## src/rtl/dmem_arbiter.sv

```systemverilog
// Round-robin arbiter sharing one single-port, 1-cycle-read data RAM between two
// valid/ready masters, with byte-strobe read-modify-write. Optional DMEM_ARB_STATS_EN adds a conflict counter.
module dmem_arbiter #(
  parameter int ADDR_BITS = 9
) (
  input  logic                 clk,
  input  logic                 reset,
  input  logic                 m0_valid,
  input  logic [ADDR_BITS-1:0] m0_addr,
  input  logic [31:0]          m0_wdata,
  input  logic [3:0]           m0_wstrb,
  output logic                 m0_ready,
  output logic [31:0]          m0_rdata,
  input  logic                 m1_valid,
  input  logic [ADDR_BITS-1:0] m1_addr,
  input  logic [31:0]          m1_wdata,
  input  logic [3:0]           m1_wstrb,
  output logic                 m1_ready,
  output logic [31:0]          m1_rdata,
  output logic                 ram_en,
  output logic                 ram_we,
  output logic [ADDR_BITS-1:0] ram_addr,
  output logic [31:0]          ram_wdata,
  input  logic [31:0]          ram_rdata
`ifdef DMEM_ARB_STATS_EN
  ,
  output logic [15:0]          stat_conflicts
`endif
);

  typedef enum logic [1:0] {IDLE, RD, RMW, ACK} state_t;

  state_t                 state, state_nx;
  logic                   sel, last;
  logic                   any_valid, both_valid, gnt, cur;
  logic [ADDR_BITS-1:0]   req_addr;
  logic [31:0]            req_wdata, merged;
  logic [3:0]             req_wstrb;

  // Grant: lone requester wins; on a tie the port that was not served last wins.
  always_comb begin
    any_valid  = m0_valid | m1_valid;
    both_valid = m0_valid & m1_valid;
    if (both_valid) gnt = ~last;
    else            gnt = m1_valid;
    cur = (state == IDLE) ? gnt : sel;
  end

  always_comb begin
    req_addr  = cur ? m1_addr  : m0_addr;
    req_wdata = cur ? m1_wdata : m0_wdata;
    req_wstrb = cur ? m1_wstrb : m0_wstrb;
    for (int i = 0; i < 4; i++)
      merged[8*i +: 8] = req_wstrb[i] ? req_wdata[8*i +: 8] : ram_rdata[8*i +: 8];
  end

  always_comb begin
    // NOTE: every output gets a default first so no path leaves it unassigned (no latch).
    state_nx  = state;
    ram_en    = 1'b0;
    ram_we    = 1'b0;
    ram_addr  = req_addr;
    ram_wdata = req_wdata;
    case (state)
      IDLE: if (any_valid) begin
        ram_en = 1'b1;
        if (req_wstrb == 4'hF) begin
          ram_we   = 1'b1;
          state_nx = ACK;
        end else if (req_wstrb == 4'h0) begin
          state_nx = RD;
        end else begin
          state_nx = RMW;
        end
      end
      RD:  state_nx = ACK;
      RMW: begin
        ram_en    = 1'b1;
        ram_we    = 1'b1;
        ram_wdata = merged;
        state_nx  = ACK;
      end
      ACK: state_nx = IDLE;
      default: state_nx = IDLE;
    endcase
    // Reset aborts in the same cycle, so a pending write never reaches the RAM.
    if (reset) begin
      ram_en = 1'b0;
      ram_we = 1'b0;
    end
  end

  assign m0_ready = (state == ACK) && !sel && !reset;
  assign m1_ready = (state == ACK) &&  sel && !reset;

  always_ff @(posedge clk) begin
    // NOTE: registered state uses non-blocking assignments so all flops update together.
    if (reset) begin
      state    <= IDLE;
      sel      <= 1'b0;
      last     <= 1'b1;
      m0_rdata <= '0;
      m1_rdata <= '0;
    end else begin
      state <= state_nx;
      if (state == IDLE && any_valid) begin
        sel  <= gnt;
        last <= gnt;
      end
      if (state == RD) begin
        if (sel) m1_rdata <= ram_rdata;
        else     m0_rdata <= ram_rdata;
      end
    end
  end

`ifdef DMEM_ARB_STATS_EN
  always_ff @(posedge clk) begin
    if (reset)
      stat_conflicts <= '0;
    else if (state == IDLE && both_valid && stat_conflicts != 16'hFFFF)
      stat_conflicts <= stat_conflicts + 16'd1;
  end
`endif

endmodule

```

## config.mk

```make
export PLATFORM = sky130hd
export DESIGN_NAME = dmem_arbiter
export DESIGN_NICKNAME = d
export VERILOG_FILES = /design/src/rtl/dmem_arbiter.sv
export SDC_FILE = /design/constraint.sdc
export NUM_CORES = 1
export LEC_CHECK = 0
export BUFFER_PORTS_ARGS = -buffer_cell sky130_fd_sc_hd__buf_2
export CORE_MARGIN = 2
export CORE_UTILIZATION = 43
export DETAILED_ROUTE_END_ITERATION = 6
export PLACE_DENSITY = 0.8
export SETUP_SLACK_MARGIN = 0.02
export SLEW_MARGIN = 40
export SYNTH_ARGS = -nofsm -noshare
export SYNTH_HDL_FRONTEND = slang
export SYNTH_SLANG_ARGS = --single-unit
```

## constraint.sdc

```tcl
create_clock -name clk -period 2.1 [get_ports clk]
set_input_delay 0.315 -clock clk [delete_from_list [all_inputs] [get_ports clk]]
set_output_delay 0.315 -clock clk [all_outputs]
set_load 0.05 [all_outputs]
```

==> results of run 1 <==
## layer usage
layer | routed length (um) | up-vias | track usage (%) | part of all wire [%]
met1 | 6092 | 2414 | 38.28 | 36
met2 | 8460 | 324 | 57.64 | 50
met5 | 0 | - | 0 | 0
met3 | 1582 | 72 | 7.554 | 9.4
li1 | - | 2251 | - | -
met4 | 715 | 0 | 12.13 | 4.2
## metrics by stage
stage | power, W | instance area, um2 | setup slack, ns | TNS, ns | utilization (%)
6_report | 0.009868 | 6733 | -0.3645 | -12.87 | 81.12
2_1_floorplan | 0.005703 | 4031 | -0.1522 | -3.702 | -
5_1_grt | 0.01023 | 6733 | -0.4403 | -15.89 | 81.12
4_1_cts | 0.009251 | 6385 | -0.3180 | -10.03 | 76.93
3_3_place_gp | 0.007234 | 5653 | -0.03442 | -0.3503 | 68.11
3_5_place_dp | 0.007324 | 5653 | -0.06365 | -1.042 | 68.11
## where the power goes
part	internal, W	total [W]	switching (W)
clock network	0.000533	0.00101	0.000474
logic	0.00287	0.00729	0.00442
registers	0.00147	0.00157	0.000101
total	0.00487	0.00987	0.00500
## worst max-delay path, cell delays in order (launching register included)
cell and delay [ns]:
dfxtp_2 0.34, inv_4 0.08, ha_4 0.17, nand2b_4 0.17, a21boi_4 0.20, buf_12 0.14, buf_12 0.16, nor2_1 0.06
o31a_2 0.31, buf_6 0.16
## Yosys cell counts, types with 4 or more instances
master	n	area [um2]
buf_4	5	37.54
buf_2	4	20.02
dfxtp_1	68	1361
o211a_1	4	40.04
a211oi_2	29	362.9
nor3_1	64	320.3
a211oi_1	4	30.03
inv_1	35	131.4
clkbuf_1	22	82.58
ha_1	5	62.56
nor2_1	15	56.30
nand2_1	160	600.6
a211oi_4	4	80.08
a21oi_1	66	330.3
## state kept, by name (all words and copies together), names as in the netlist
name / flops
m0_rdata: 32
m1_rdata: 32
state: 2
last: 1
sel: 1
## cells by family (layout without fill, tap and decap cells)
kind of cell	after synthesis	in the layout	share of synthesized area (%)
adder cells (fa/ha/maj)	5	5	1.676
AND/OR/NAND/NOR	255	255	29.17
buffers and inverters	68	350	7.677
AO/OA/AOI/OAI	116	116	25.01
flip-flops	68	68	36.47
## cell usage in the layout, fill, tap and decap left out, types with 3 or more instances in the layout
cell type and count:
dfxtp_1 66, and2_1 3, buf_2 192, buf_6 44, ha_1 3, buf_8 4
a211oi_4 36, nor3_2 41, nor3_1 19, nand2_1 150, clkbuf_8 9, nand2_2 10
nor2_2 3, buf_12 17, inv_1 33, a21oi_1 65, nor2_1 11, nor3_4 4
buf_4 41
## cell type report
class / count / share of cell area, %
multi-input cells: 376 / 39.96
repair buffers: 301 / 33.30
flip-flops and latches: 68 / 20.26
inverters: 35 / 1.988
clock buffers: 11 / 1.951
well taps: 105 / 1.951
clock inverters: 3 / 0.5947
## timing repair
item | CTS | global route
gates cloned | 2 | 2
pin swaps | 24 | 8
endpoints found under the setup margin | 42 | 42
buffers inserted | 10 | 15
resized for setup | 121 | 45
## worst min-delay path by stage
stage	startpoint	to	slack, ns	cells past startpoint
2_1_floorplan	ram_rdata[21]	m1_rdata[21]	0.45	2
3_3_place_gp	m0_rdata[18]	m0_rdata[18]	0.44	2
3_5_place_dp	m0_rdata[15]	m0_rdata[15]	0.44	2
4_1_cts	ram_rdata[29]	m1_rdata[29]	0.23	3
5_1_grt	ram_rdata[31]	m1_rdata[31]	0.23	3
6_report	ram_rdata[29]	m1_rdata[29]	0.23	3
==> out/results.tsv, run 1 <==
stage	metric	value	unit
global_routing	first-pass GRT wire length	24.92	mm
logic_synthesis	Cell Area, Synth	0.003732	mm2
timing	clk_skew	0.009424	ns
logic_synthesis	Seq cells post-synth	68	
worst_setup_path	Reg2Reg Depth	10	
job	total of max-cap violations	0	
cts	CTS Root Cell	clkbuf_8	
logic_synthesis	Async SR Flop Fraction	0	%
cts	CTS sink cnt	68	
logic_synthesis	Mapped Nets	643	
run_status	failing checks	setup timing	
worst_setup_path	critical path class	reg2out	
logic_synthesis	Cell variety after synth	36	
detailed_routing	initial DRC count	262	
timing	Final Max Slew Viols	0	
die	I/O pins	235	
die	Die Y	97.17	um
timing	RSZ-0062 raised after global routing	true	
timing	Max Freq	405.8	MHz
die	Core ar.	0.008299	mm2
global_routing	initial antenna violation count	0	
worst_setup_path	critical path startpoint category	flop	
cts	H-tree Lvls	3	
cts	CTS tree	done	
detailed_routing	drt pass-1 iters	5	
cts	CTS Buf Count	9	
detailed_routing	final antenna-violating net count	0	
layout	nets@finish	922	
detailed_routing	final wirelength	16.85	mm
cts	Clock Latency Late Sink	0.34	ns
global_routing	Total Routing Usage GR	32.58	%
run_status	status	complete, but fails checks	
timing	WHS	0.2302	ns
worst_setup_path	RR Startpoint	state[0]	
logic_synthesis	register area share after synthesis	36.47	%
timing	Worst slew margin	53.53	%
timing	actual slew at the worst max-slew pin	0.6971	ns
logic_synthesis	EDFF count, synth	0	
layout	Layout area overhead	80.39	%
worst_setup_path	Worst Path Required	1.78	ns
global_routing	global route total overflow	0	
layout	diodes inserted	0	
place	Placed Cells	859	
min_path	HP Class	in2reg	
layout	fin cells	899	
logic_synthesis	Cells after Synth	512	
timing	worst setup margin	-0.3645	ns
layout	fraction of layout cells with a size suffix above 1	53.27	%
worst_setup_path	Worst EP arrival	2.15	ns
layout	area of the multi-input gates	0.002690	mm2
timing	post-route clock period utilization	117.4	%
worst_setup_path	Crit Reg-Reg Endpoint	state[1]	
pwr	Pwr Density	1466	mW/mm2
place	GPL Wtd Cong	0.8950	
layout	Layout fillers	511	
cts	hold_buf cts	0	
worst_setup_path	Worst R2R Setup Slack	0.19	ns
worst_setup_path	Critical Path Source	state[0]	
detailed_routing	DRC Markers	0	
pwr	Max IR drop VDD	0.9116	mV
detailed_routing	vias per cell	5.630	
logic_synthesis	Synth Area per Inst	7.290	um2
cts	Clock transition at path regs	0.07	ns
cts	deepest clock path buffer count	2	
place	Port Buffers	234	
worst_setup_path	critical path capture point	ram_we	
logic_synthesis	Synth Warn #	0	
die	initial core utilization	44.97	%
global_routing	vias in the first global route	4977	
die	Die X-Extent	97.17	um
detailed_routing	via count	5061	
place	hpwl dp	10.65	mm
die	FP Rows	33	
timing	final worst path period need	2.464	ns
timing	Final Hold Fails	0	
worst_setup_path	CP max FO	14	
global_routing	largest net degree at the start of global routing	67	
die	die area	0.009441	mm2
worst_setup_path	CP endpoint kind	output pin	
detailed_routing	wire per inst	18.75	um
layout	FF/Latch Area	0.001364	mm2
timing	Final Setup Violations	42	
logic_synthesis	Top FF cell, synth	dfxtp_1	
pwr	Pleak	3.041	nW
Power figures use the tool's default switching activity.
==> run 2: changes to the inputs <==
- CORE_MARGIN: 2 -> unset
- PLACE_DENSITY: 0.8 -> 0.88
==> run 2 against run 1 <==
- the run still ends with setup timing left
- critical path depth unchanged
- global-route usage increased by 3.8 points
- worst setup slack worse by 0.093 ns
- sequential share of layout area increased by 0.73 points
- cell count decreased by 1.1%
- maximum frequency is 3.6% lower
- highest routed layer unchanged
==> out/results.tsv, run 2 (synthesized netlist as in run 1, its figures left out) <==
stage	metric	value	unit
die	FP Rows	33	
timing	actual slew at the worst max-slew pin	0.6536	ns
cts	CTS tree	done	
die	Core ar.	0.008299	mm2
worst_setup_path	Crit Reg-Reg Endpoint	m0_rdata[11]	
global_routing	first-pass GRT wire length	24.78	mm
global_routing	M1 GR Usage	40.10	%
worst_setup_path	CP cell instances	inv_2 -> ha_4 -> nand2_4 -> o21ai_4 -> buf_12 -> nor3_1 -> buf_4 -> a211oi_4 -> buf_6	
place	GPL Wtd Cong	0.8806	
worst_setup_path	crit-path max cell delay	0.34	ns
cts	CTS Root Cell	clkbuf_8	
pwr	Pwr Density	1480	mW/mm2
detailed_routing	via count	5054	
global_routing	global route total overflow	0	
place	Port Buffers	234	
timing	Final Max Slew Viols	0	
timing	final worst path period need	2.557	ns
detailed_routing	final wirelength	17.79	mm
die	initial core utilization	44.97	%
global_routing	Total Routing Usage GR	36.39	%
worst_setup_path	CP max FO	13	
min_path	Hold Path End	m1_rdata[23]	
global_routing	grt peak-use layer	met2	
worst_setup_path	CP endpoint kind	output pin	
worst_setup_path	Worst EP arrival	2.24	ns
global_routing	met3 GRT Util	9.968	%
timing	WHS	0.2249	ns
layout	nets@finish	911	
layout	biggest regs	m0_rdata: 32 flops, m1_rdata: 32 flops, state: 2 flops	
worst_setup_path	CP max-delay cell	dfxtp_2	
worst_setup_path	Worst Path Required	1.78	ns
min_path	hold path start	ram_rdata[23]	
worst_setup_path	critical path class	reg2out	
job	total of max-cap violations	0	
cts	deepest clock path buffer count	2	
layout	Finished Cell Area	0.006497	mm2
worst_setup_path	Worst R2R Setup Slack	0.31	ns
detailed_routing	drt pass-1 iters	5	
worst_setup_path	RR Startpoint	state[0]	
detailed_routing	wire per inst	20.01	um
timing	clk_skew	0.005100	ns
timing	Final Hold Fails	0	
timing	Final Setup Violations	42	
die	I/O pins	235	
min_path	WHS Path Cells	3	
layout	most frequent cells in the layout	buf_2, nand2_1, dfxtp_1	
run_status	status	complete, but fails checks	
cts	Clock transition at path regs	0.08	ns
global_routing	largest net degree at the start of global routing	65	
pwr	Max IR drop VDD	1.031	mV
pwr	Pleak	2.953	nW
layout	fraction of layout cells with a size suffix above 1	51.15	%
detailed_routing	final antenna-violating net count	0	
global_routing	initial antenna violation count	0	
global_routing	vias in the first global route	4909	
layout	Layout area overhead	74.09	%
die	Die X-Extent	95.17	um
cts	H-tree Lvls	3	
worst_setup_path	critical path startpoint category	flop	
min_path	HP Class	in2reg	
detailed_routing	initial DRC count	311	
detailed_routing	vias per cell	5.685	
timing	post-route clock period utilization	121.8	%
cts	CTS sink cnt	68	
timing	setup_tns	-13.86	ns
layout	diodes inserted	0	
place	placed inst area	0.005598	mm2
die	die area	0.009056	mm2
cts	CTS Buf Count	9	
timing	Max Freq	391.1	MHz
die	Die Y	95.17	um
cts	hold_buf cts	0	
timing	worst setup margin	-0.4572	ns
timing	RSZ-0062 raised after global routing	true	
place	hpwl dp	11.35	mm
layout	fin util	78.29	%
worst_setup_path	Reg2Reg Depth	7	
detailed_routing	DRC Markers	0	
timing	Worst slew margin	56.43	%
run_status	failing checks	setup timing	
global_routing	global-route met2 utilization	61.07	%
layout	leading cell type in the layout, fill and taps excluded	buf_2	
cts	Clock Latency Late Sink	0.34	ns
## run 2: worst max path at each step
stage,start,to
final,state[1],ram_wdata[25]
after CTS,state[0],ram_wdata[14]
after detailed placement,state[1],ram_wdata[14]
after global placement,m0_valid,ram_wdata[13]
after global routing,state[1],ram_wdata[25]
after floorplan,state[1],ram_wdata[16]
## run 2: timing repair
action                     4_1_cts  5_1_grt
cloned                           4        0
setup buffers                    9        1
pin swaps                       22       14
gates resized for setup        107       52
setup endpoints to repair       42       43
## run 2: layer usage
metal	part of all wire, %	routed length (um)
met3	11	1971
met1	35	6190
met4	6.0	1063
met2	48	8563
met5	0	0
## run 2: area by class of cell
type | count | area (um2)
clock inverter | 4 | 26.28
inverter | 35 | 133.9
tap | 105 | 131.4
sequential | 68 | 1364
timing repair buffer | 290 | 2077
clock buffer | 11 | 141.4
multi-input combinational | 376 | 2624
fill | 548 | 1802
## run 2: per-stage QoR
stage	power, W	setup WS, ns	std cells
floorplan	0.005703	-0.1522	512
global placement	0.007109	-0.02317	860
detailed placement	0.007222	-0.07170	860
CTS	0.009114	-0.3461	888
global route	0.009924	-0.4962	889
finish	0.009616	-0.4572	889
## run 2: critical path: cells and delay by family (launching register included)
kind                       cells  cell delay, ns
AOI/OAI and AO/OA              2            0.57
adders and majority gates      1            0.18
buffers and inverters          4            0.65
DFF                            1            0.34
and+or+nand+nor                2            0.15
## run 2: report_power, final
group | internal [W] | leakage (nW) | switching (W)
Clock | 0.000453 | 0.0852 | 0.000511
Sequential | 0.00147 | 0.551 | 0.0000989
Combinational | 0.00267 | 2.32 | 0.00442
